--- config.mk ---
export PLATFORM = sky130hd
export DESIGN_NAME = capture_ctrl
export DESIGN_NICKNAME = d
export VERILOG_FILES = /design/src/rtl/logip_pkg.sv /design/src/rtl/capture_ctrl.sv
export SDC_FILE = /design/constraint.sdc
export NUM_CORES = 1
export LEC_CHECK = 0
export BUFFER_PORTS_ARGS = -buffer_cell sky130_fd_sc_hd__clkbuf_2
export CORE_MARGIN = 2
export CORE_UTILIZATION = 48
export DETAILED_ROUTE_END_ITERATION = 12
export PLACE_DENSITY = 0.88
export SLEW_MARGIN = 20
export SYNTH_ARGS = -nofsm -noshare
export SYNTH_HDL_FRONTEND = slang
export SYNTH_SLANG_ARGS = --single-unit
--- constraint.sdc ---
create_clock -name clk_i -period 2.8 [get_ports clk_i]
set_input_delay 0.7 -clock clk_i [delete_from_list [all_inputs] [get_ports clk_i]]
set_output_delay 0.7 -clock clk_i [all_outputs]
set_load 0.02 [all_outputs]
--- src/rtl/logip_pkg.sv ---
// Shared types for the logic-analyzer capture controller: FSM state type and
// the encodings exposed on the optional status port.
package logip_pkg;

  localparam logic [2:0] ENC_IDLE    = 3'd0;
  localparam logic [2:0] ENC_ARMED   = 3'd1;
  localparam logic [2:0] ENC_POST    = 3'd2;
  localparam logic [2:0] ENC_RD_REQ  = 3'd3;
  localparam logic [2:0] ENC_RD_WAIT = 3'd4;
  localparam logic [2:0] ENC_RD_SEND = 3'd5;

  typedef enum logic [2:0] {
    IDLE    = ENC_IDLE,
    ARMED   = ENC_ARMED,
    POST    = ENC_POST,
    RD_REQ  = ENC_RD_REQ,
    RD_WAIT = ENC_RD_WAIT,
    RD_SEND = ENC_RD_SEND
  } ctrl_state_e;

endpackage

--- src/rtl/capture_ctrl.sv ---
// Capture/readback sequencer: writes cache words into a circular sample memory,
// stops after a post-trigger delay, then reads words back newest-first.
// Optional status port (state_o, wrapped_o) is built when LOGIP_CTRL_STATUS_EN is defined.
//
// state   | meaning
// IDLE    | waiting for cfg strobe / arm
// ARMED   | capturing, waiting for first trigger
// POST    | capturing, counting post-trigger words
// RD_REQ  | memory read strobe at rd_ptr
// RD_WAIT | registering memory read data
// RD_SEND | presenting word to transmitter until ack
module capture_ctrl
  import logip_pkg::*;
#(
  parameter int OUTPUT = 4,
  parameter int DEPTH  = 4096,
  parameter int CNT_W  = 16
) (
  input  logic                       clk_i,
  input  logic                       rst_in,
  input  logic                       cmd_arm_i,
  input  logic                       cmd_reset_i,
  input  logic                       cfg_stb_i,
  input  logic [CNT_W-1:0]           cfg_delay_i,
  input  logic [CNT_W-1:0]           cfg_read_i,
  input  logic                       trg_i,
  input  logic                       cache_stb_i,
  input  logic [OUTPUT*8-1:0]        cache_q_i,
  output logic                       cache_en_o,
  output logic                       mem_we_o,
  output logic                       mem_re_o,
  output logic [$clog2(DEPTH)-1:0]   mem_addr_o,
  output logic [OUTPUT*8-1:0]        mem_d_o,
  input  logic [OUTPUT*8-1:0]        mem_q_i,
  output logic                       tx_stb_o,
  output logic [OUTPUT*8-1:0]        tx_q_o,
`ifdef LOGIP_CTRL_STATUS_EN
  output logic [2:0]                 state_o,
  output logic                       wrapped_o,
`endif
  input  logic                       tx_ack_i
);

  localparam int AW = $clog2(DEPTH);
  localparam int DW = OUTPUT * 8;

  ctrl_state_e      r_state, w_state_nxt;
  logic [AW-1:0]    r_wr_ptr, w_wr_ptr_nxt;
  logic [AW-1:0]    r_rd_ptr, w_rd_ptr_nxt;
  logic [CNT_W-1:0] r_delay, r_read;
  logic [CNT_W-1:0] r_cnt, w_cnt_nxt;
  logic [CNT_W-1:0] r_rem, w_rem_nxt;
  logic [DW-1:0]    r_tx_q, w_tx_q_nxt;
  logic             w_capture, w_post_done, w_we, w_re, w_cfg_ld, w_arm;

  always_comb begin
    w_state_nxt  = r_state;
    w_wr_ptr_nxt = r_wr_ptr;
    w_rd_ptr_nxt = r_rd_ptr;
    w_cnt_nxt    = r_cnt;
    w_rem_nxt    = r_rem;
    w_tx_q_nxt   = r_tx_q;
    w_cfg_ld     = 1'b0;
    w_arm        = 1'b0;

    w_capture   = (r_state == ARMED) || (r_state == POST);
    // Once the post-trigger count is exhausted no further word belongs to this capture.
    w_post_done = (r_state == POST) && (r_cnt == '0);
    w_we        = w_capture && cache_stb_i && !w_post_done && !cmd_reset_i;
    w_re        = (r_state == RD_REQ) && !cmd_reset_i;

    if (w_we) w_wr_ptr_nxt = r_wr_ptr + AW'(1);

    case (r_state)
      IDLE: begin
        w_cfg_ld = cfg_stb_i;
        if (cmd_arm_i) begin
          w_arm       = 1'b1;
          w_state_nxt = ARMED;
        end
      end
      ARMED: begin
        if (trg_i) begin
          w_state_nxt = POST;
          w_cnt_nxt   = r_delay;
        end
      end
      POST: begin
        if (w_post_done || (w_we && (r_cnt == CNT_W'(1)))) begin
          w_cnt_nxt    = '0;
          w_rd_ptr_nxt = w_wr_ptr_nxt - AW'(1);
          w_rem_nxt    = r_read;
          w_state_nxt  = (r_read == '0) ? IDLE : RD_REQ;
        end else if (w_we) begin
          w_cnt_nxt = r_cnt - CNT_W'(1);
        end
      end
      RD_REQ:  w_state_nxt = RD_WAIT;
      RD_WAIT: begin
        w_tx_q_nxt  = mem_q_i;
        w_state_nxt = RD_SEND;
      end
      RD_SEND: begin
        if (tx_ack_i) begin
          w_rd_ptr_nxt = r_rd_ptr - AW'(1);
          w_rem_nxt    = r_rem - CNT_W'(1);
          w_state_nxt  = (r_rem == CNT_W'(1)) ? IDLE : RD_REQ;
        end
      end
      default: w_state_nxt = IDLE;
    endcase

    // Soft abort keeps write pointer and configuration, discards everything else in flight.
    if (cmd_reset_i) begin
      w_state_nxt  = IDLE;
      w_rd_ptr_nxt = r_rd_ptr;
      w_cnt_nxt    = r_cnt;
      w_rem_nxt    = r_rem;
      w_tx_q_nxt   = r_tx_q;
      w_cfg_ld     = 1'b0;
      w_arm        = 1'b0;
    end
  end

  always_ff @(posedge clk_i or negedge rst_in) begin
    if (!rst_in) begin
      r_state  <= IDLE;
      r_wr_ptr <= '0;
      r_rd_ptr <= '0;
      r_delay  <= '0;
      r_read   <= '0;
      r_cnt    <= '0;
      r_rem    <= '0;
      r_tx_q   <= '0;
    end else begin
      r_state  <= w_state_nxt;
      r_wr_ptr <= w_wr_ptr_nxt;
      r_rd_ptr <= w_rd_ptr_nxt;
      r_cnt    <= w_cnt_nxt;
      r_rem    <= w_rem_nxt;
      r_tx_q   <= w_tx_q_nxt;
      if (w_cfg_ld) begin
        r_delay <= cfg_delay_i;
        r_read  <= cfg_read_i;
      end
    end
  end

  assign cache_en_o = w_capture;
  assign mem_we_o   = w_we;
  assign mem_re_o   = w_re;
  assign mem_addr_o = w_we ? r_wr_ptr : (w_re ? r_rd_ptr : '0);
  assign mem_d_o    = w_we ? cache_q_i : '0;
  assign tx_stb_o   = (r_state == RD_SEND) && !cmd_reset_i;
  assign tx_q_o     = r_tx_q;

`ifdef LOGIP_CTRL_STATUS_EN
  logic r_wrapped;

  always_ff @(posedge clk_i or negedge rst_in) begin
    if (!rst_in) begin
      r_wrapped <= 1'b0;
    end else if (w_arm) begin
      r_wrapped <= 1'b0;
    end else if (w_we && (r_wr_ptr == '1)) begin
      r_wrapped <= 1'b1;
    end
  end

  assign state_o   = r_state;
  assign wrapped_o = r_wrapped;
`endif

endmodule

==> run summary, run 1 <==
Status: finished with violations
Violated checks: negative setup slack
Critical Path End Type: output pin
Dominant cells by area after synthesis: dfrtp_1 (46%), mux2_2 (11%), o21ai_0 (4.6%)
Area Overhead vs Synth: 35.9%
Seq cells post-synth: 123
Row count: 43
Core ar.: 13700 µm²
Clock Path Buffers: 2
Peak Freq: 333 MHz
Min cycle time layout: 3.00 ns
Dominant synthesized flop cell: dfrtp_1
Detailed Routing Iterations Pass 1: 6
Net count after synthesis: 784
Max Slew Vio Count: 0
DR iter-0 viols: 675
Top post-synthesis cells by count: dfrtp_1 (123), mux2_2 (66), o21ai_0 (61)
Number of synthesized flops with an enable pin: 0
Wire per inst: 16.8 µm
Logic pwr share: 43.4%
Nets: 1018
Die Y-Extent: 122 µm
Crit Path Category: flip-flop to output pin
Die Wd: 122 µm
Routed vias: 6300
CTS Sinks: 123
Final WL: 18400 µm
Clock power frac: 21.5%
Vias in the first global route: 6201
Root buf cell: clkbuf_16
Top-count cell post-synth: dfrtp_1
Max Cap Violations: 0
Final Cycle Share: 107%
Int Pwr: 5.67 mW
Placed insts: 1057
Synth Instances: 673
Asr flop ratio synth: 100%
Worst IR Drop VDD: 0.701 mV
H-tree depth: 4
Initial Utilization: 48.7%
RSZ-0062 raised after global routing: true
CP cell instances: nor3_1 -> nand4_1 -> buf_12 -> nor2_4 -> nor2_4 -> buf_12 -> a22o_1 -> buf_2
Critical path fanouts, max: 12
Post-DP HPWL: 12700 µm
Least-Margin Pin Slew: 0.530 ns
Diodes inserted: 0
Cell Pwr Density: 1030 nW/µm²
Register area share after synthesis: 46.1%
Setup Skew: 0.0106 ns
Die area: 14900 µm²
Min-delay worst type: primary input to asynchronous set/reset pin
Avg Inst Size Synth: 9.93 µm²
Antenna violations before repair: 0
Final std cells w/o fill: 1099
Pre-CTS setup slack: -0.406 ns
TritonCTS clock tree: yes
CP max-delay cell: dfrtp_1
Net Sw Frac: 39.3%
IO buf count: 183
Final Util: 66.2%
Largest area contributor in the netlist: dfrtp_1
Fill count: 1051
Final Setup Violations: 48
Worst skew pair latency: 0.42 ns
Antenna-violating nets left: 0
GPL Wtd Cong: 0.934
Layout cells sized above 1: 43.2%
Vias/cell: 5.73
# DRC: 0
Final Hold Viols: 0
Distinct cells, synth: 67
Global route overflow: 0
Setup ws final: -0.204 ns
Required @ worst endpoint: 2.10 ns
WP data arrival: 2.30 ns
Worst R2R Path Depth: 10
CTS Buf Count: 17
Startpoint class of the critical path: flip-flop
Global-route wire length before repair: 29900 µm
Global Route Usage Sum: 25.4%
Rel. slew slack: 63.7%
Top-Level Pins: 184
Synth warn: 0
Flop pwr share: 35.1%
Max stage delay on crit path: 0.43 ns
Clk slew on worst S/H paths: 0.06 ns
Yosys top cell area share: 46.1%
Net switching power: 3.67 mW
Cell Area, Synth: 6680 µm²
Largest net degree at the start of global routing: 45
Leak: 4.27 nW
==> per-layer routing <==
layer	track usage (%)	vias up	part of all wire, %
li1	-	2939	-
met1	31.4	3016	40
met2	42.6	310	51
met3	5.95	35	7.4
met4	10.9	0	2.1
met5	0	-	0
==> registers in the layout, summed over array words and instances, names as in the netlist <==
name      flops
r_state       3
r_rd_ptr     12
r_wr_ptr     12
r_rem        16
r_delay      16
r_cnt        16
tx_q_o       32
r_read       16
==> worst max-delay path: cells and delay by family, from the launching register on <==
kind	cells	cell delay [ns]
compound gates	1	0.23
simple gates	4	0.73
buf+inv	3	0.49
flops	1	0.43
==> layout make-up <==
cell class / count / area (µm²) / share of cell area [%]
clock buffers: 19 / 433 / 4.77
clock inverters: 12 / 101 / 1.12
inverters: 10 / 37.5 / 0.413
multi-input cells: 494 / 3540 / 39.0
flip-flops and latches: 123 / 3080 / 33.9
well taps: 180 / 225 / 2.48
repair buffers: 261 / 1670 / 18.4
==> power groups by stage <==
stage / Sequential, mW / Combinational, mW / Clock [mW]
floorplan: 3.32 / 2.21 / 0
global placement: 3.21 / 3.59 / 0
detailed placement: 3.25 / 3.71 / 0
CTS: 3.25 / 3.89 / 2.04
global route: 3.37 / 4.43 / 2.13
finish: 3.28 / 4.05 / 2.01
==> kinds of logic after synthesis <==
kind of cell	synth area share, %
adder cells (fa/ha/maj)	1.31
flip-flops	46.1
multiplexers	11.4
AND/OR/NAND/NOR	18.5
XOR/XNOR	2.75
AO/OA/AOI/OAI	16.7
buffers and inverters	3.35
==> cell usage in the layout (no fill, tap or decap), types with 26 or more instances in the layout <==
cell type  count
a21oi_1       38
buf_4         74
buf_2         26
mux2_2        66
dfrtp_1      121
o21ai_0       58
nand2_1       50
nor2_1        39
clkbuf_2     145
and2_1        34
==> what timing repair did <==
item                       CTS  global route
gates resized for setup     15            72
hold buffers                 0             0
pin swaps                    3             5
buffers inserted             7             2
setup endpoints to repair   45            55
gates cloned                 1             1
==> final timing paths <==
kind	from	to	slack, ns
max	r_cnt[6]	mem_addr_o[1]	-0.20
min	rst_in	r_cnt[12]	0.26
max reg2reg	r_state[0]	r_rd_ptr[11]	-0.04
min reg2reg	r_wr_ptr[11]	r_wr_ptr[11]	0.50
max in group asynchronous	rst_in	tx_q_o[14]	1.85
min in group clk_i	r_wr_ptr[11]	r_wr_ptr[11]	0.50
==> per-stage QoR <==
stage / total power [mW] / setup TNS, ns / hold WS (ns) / cell area (µm²)
finish: 9.34 / -7.10 / 0.264 / 9080
global placement: 6.80 / -7.64 / 0.479 / 8250
CTS: 9.18 / -6.23 / 0.275 / 8930
global route: 9.92 / -11.06 / 0.305 / 9080
floorplan: 5.53 / -0.885 / 0.404 / 6720
detailed placement: 6.96 / -10.27 / 0.485 / 8250
(Power assumes the default switching activity.)
==> run 2: changes to the inputs <==
==> constraint.sdc (replaced) <==
create_clock -name clk_i -period 2.8 [get_ports clk_i]
set_input_delay 0.14 -clock clk_i [delete_from_list [all_inputs] [get_ports clk_i]]
set_output_delay 0.14 -clock clk_i [all_outputs]
set_load 0.02 [all_outputs]
==> run summary, run 2 (synthesis results as in run 1) <==
Max Slew Vio Count: 0
RR Startpoint: r_state[2]
Detailed Routing Iterations Pass 1: 7
Commonest non-fill, non-tap cell in the layout: clkbuf_2
GPL Wtd Cong: 0.912
Gate family responsible for the most delay along the worst path: simple AND/OR/NAND/NOR gates
Die Wd: 122 µm
Most frequent cells in the layout: clkbuf_2 (182), dfrtp_1 (121), mux2_2 (66)
Hold Startpoint: cmd_reset_i
Net Sw Frac: 39.7%
Clock Path Buffers: 2
WP data arrival: 3.04 ns
Startpoint class of the critical path: flip-flop
Required @ worst endpoint: 3.09 ns
Status: complete, no violations
Flop pwr share: 34.9%
Min-delay worst type: primary input to flip-flop
Global Route Usage Sum: 27.8%
Global-route wire length before repair: 32300 µm
H-tree depth: 4
Die Y-Extent: 122 µm
Antenna violations before repair: 0
Clk slew on worst S/H paths: 0.06 ns
Min cycle time layout: 2.75 ns
Least-Margin Pin Slew: 0.585 ns
Cell Pwr Density: 997 nW/µm²
Rel. slew slack: 60.7%
Post-DP HPWL: 12700 µm
Hold Path Depth: 3
Vias/cell: 5.74
RR Endpoint: r_rd_ptr[5]
Core ar.: 13700 µm²
Layout cells sized above 1: 38.6%
Critical path fanouts, max: 6
Nets: 1065
WHS Endpoint: r_state[1]
Post-route cell area: 9470 µm²
Top-Level Pins: 184
Row count: 43
CP cell instances: or3b_4 -> or4b_1 -> a21o_1 -> a221oi_4 -> buf_4 -> or2b_1 -> xnor2_1 -> o21ai_0
CTS Buf Count: 17
Worst IR Drop VDD: 0.765 mV
Peak Freq: 363 MHz
Root buf cell: clkbuf_16
Logic pwr share: 41.6%
Routed vias: 6582
Dpl cell area: 8090 µm²
IO buf count: 183
Wire per inst: 17.4 µm
Internal reg-to-reg setup slack: 0.05 ns
Int Pwr: 5.69 mW
Diodes inserted: 0
Worst Path Buf+Inv: 1
Die area: 14900 µm²
Final Setup Violations: 0
Max FFs per register: 32
Final Cycle Share: 98.3%
Net switching power: 3.75 mW
Antenna-violating nets left: 0
CTS Sinks: 123
DR iter-0 viols: 666
Final WL: 19900 µm
Critical Path End Type: flip-flop
Worst skew pair latency: 0.42 ns
Vias in the first global route: 6657
CP max-delay cell: or4b_1
Setup Skew: 0.0127 ns
Final Hold Viols: 0
Initial Utilization: 48.7%
Leak: 4.39 nW
Max Cap Violations: 0
Clock power frac: 23.5%
Max stage delay on crit path: 0.54 ns
Area Overhead vs Synth: 41.7%
Global route overflow: 0
Total power: 9.44 mW
Crit Path Category: flip-flop to flip-flop
# DRC: 0
Largest net degree at the start of global routing: 68
Worst R2R Path Depth: 8
TritonCTS clock tree: yes
run 2: worst max-delay path by stage:
stage / slack, ns / to / depth (start not counted) / startpoint
3_3_place_gp: 0.09 / r_rd_ptr[11] / 8 / r_state[2]
4_1_cts: 0.01 / mem_d_o[3] / 8 / r_state[0]
2_1_floorplan: 0.02 / r_rd_ptr[11] / 10 / r_state[2]
3_5_place_dp: 0.03 / r_rd_ptr[11] / 10 / r_state[2]
5_1_grt: -0.04 / r_rd_ptr[5] / 8 / r_state[2]
6_report: 0.05 / r_rd_ptr[5] / 8 / r_state[2]
run 2: worst min-delay path: stages:
cell and delay, ns:
clkbuf_2 0.09, buf_4 0.18, a21oi_1 0.05
run 2: power groups by stage:
stage          sequential, mW  combinational (mW)  clock [mW]
6_report                 3.30                3.92        2.22
5_1_grt                  3.38                4.30        2.33
3_3_place_gp             3.19                3.49           0
4_1_cts                  3.23                3.74        2.25
2_1_floorplan            3.32                2.19           0
3_5_place_dp             3.24                3.63           0
run 2: final cells by class:
| type | instances | area (µm²) |
|---|---|---|
| Sequential cell | 123 | 3080 |
| Tap cell | 180 | 225 |
| Multi-Input combinational cell | 495 | 3490 |
| Clock buffer | 18 | 439 |
| Clock inverter | 14 | 160 |
| Inverter | 10 | 37.5 |
| Fill cell | 987 | 4250 |
| Timing Repair Buffer | 307 | 2040 |
run 2: per-stage QoR:
| stage | setup slack [ns] | std cells | hold slack, ns | TNS [ns] | utilization [%] |
|---|---|---|---|---|---|
| after floorplan | 0.0189 | 673 | -0.156 | 0 | - |
| after global placement | 0.0927 | 1044 | 0.0763 | 0 | 58.9 |
| after detailed placement | 0.0285 | 1044 | 0.0776 | 0 | 58.9 |
| after CTS | 0.00975 | 1142 | 0.0598 | 0 | 68.2 |
| after global routing | -0.0413 | 1147 | 0.0986 | -0.0488 | 69.0 |
| final | 0.0481 | 1147 | 0.0946 | 0 | 69.0 |
run 2: timing repair:
action | 4_1_cts | 5_1_grt
cloned | 1 | 0
hold endpoints to repair | 89 | 0
setup endpoints to repair | 45 | 29
resized for setup | 5 | 15
pin swaps | 1 | 5
setup buffers | 0 | 5
hold buffers | 65 | 0
run 2: layer usage:
metal / up-vias / GRT usage [%] / wire [µm]
li1: 3028 / - / -
met1: 3143 / 33.6 / 7890
met2: 339 / 46.9 / 9770
met3: 72 / 6.69 / 1540
met4: 0 / 12.8 / 694
met5: - / 0 / 0
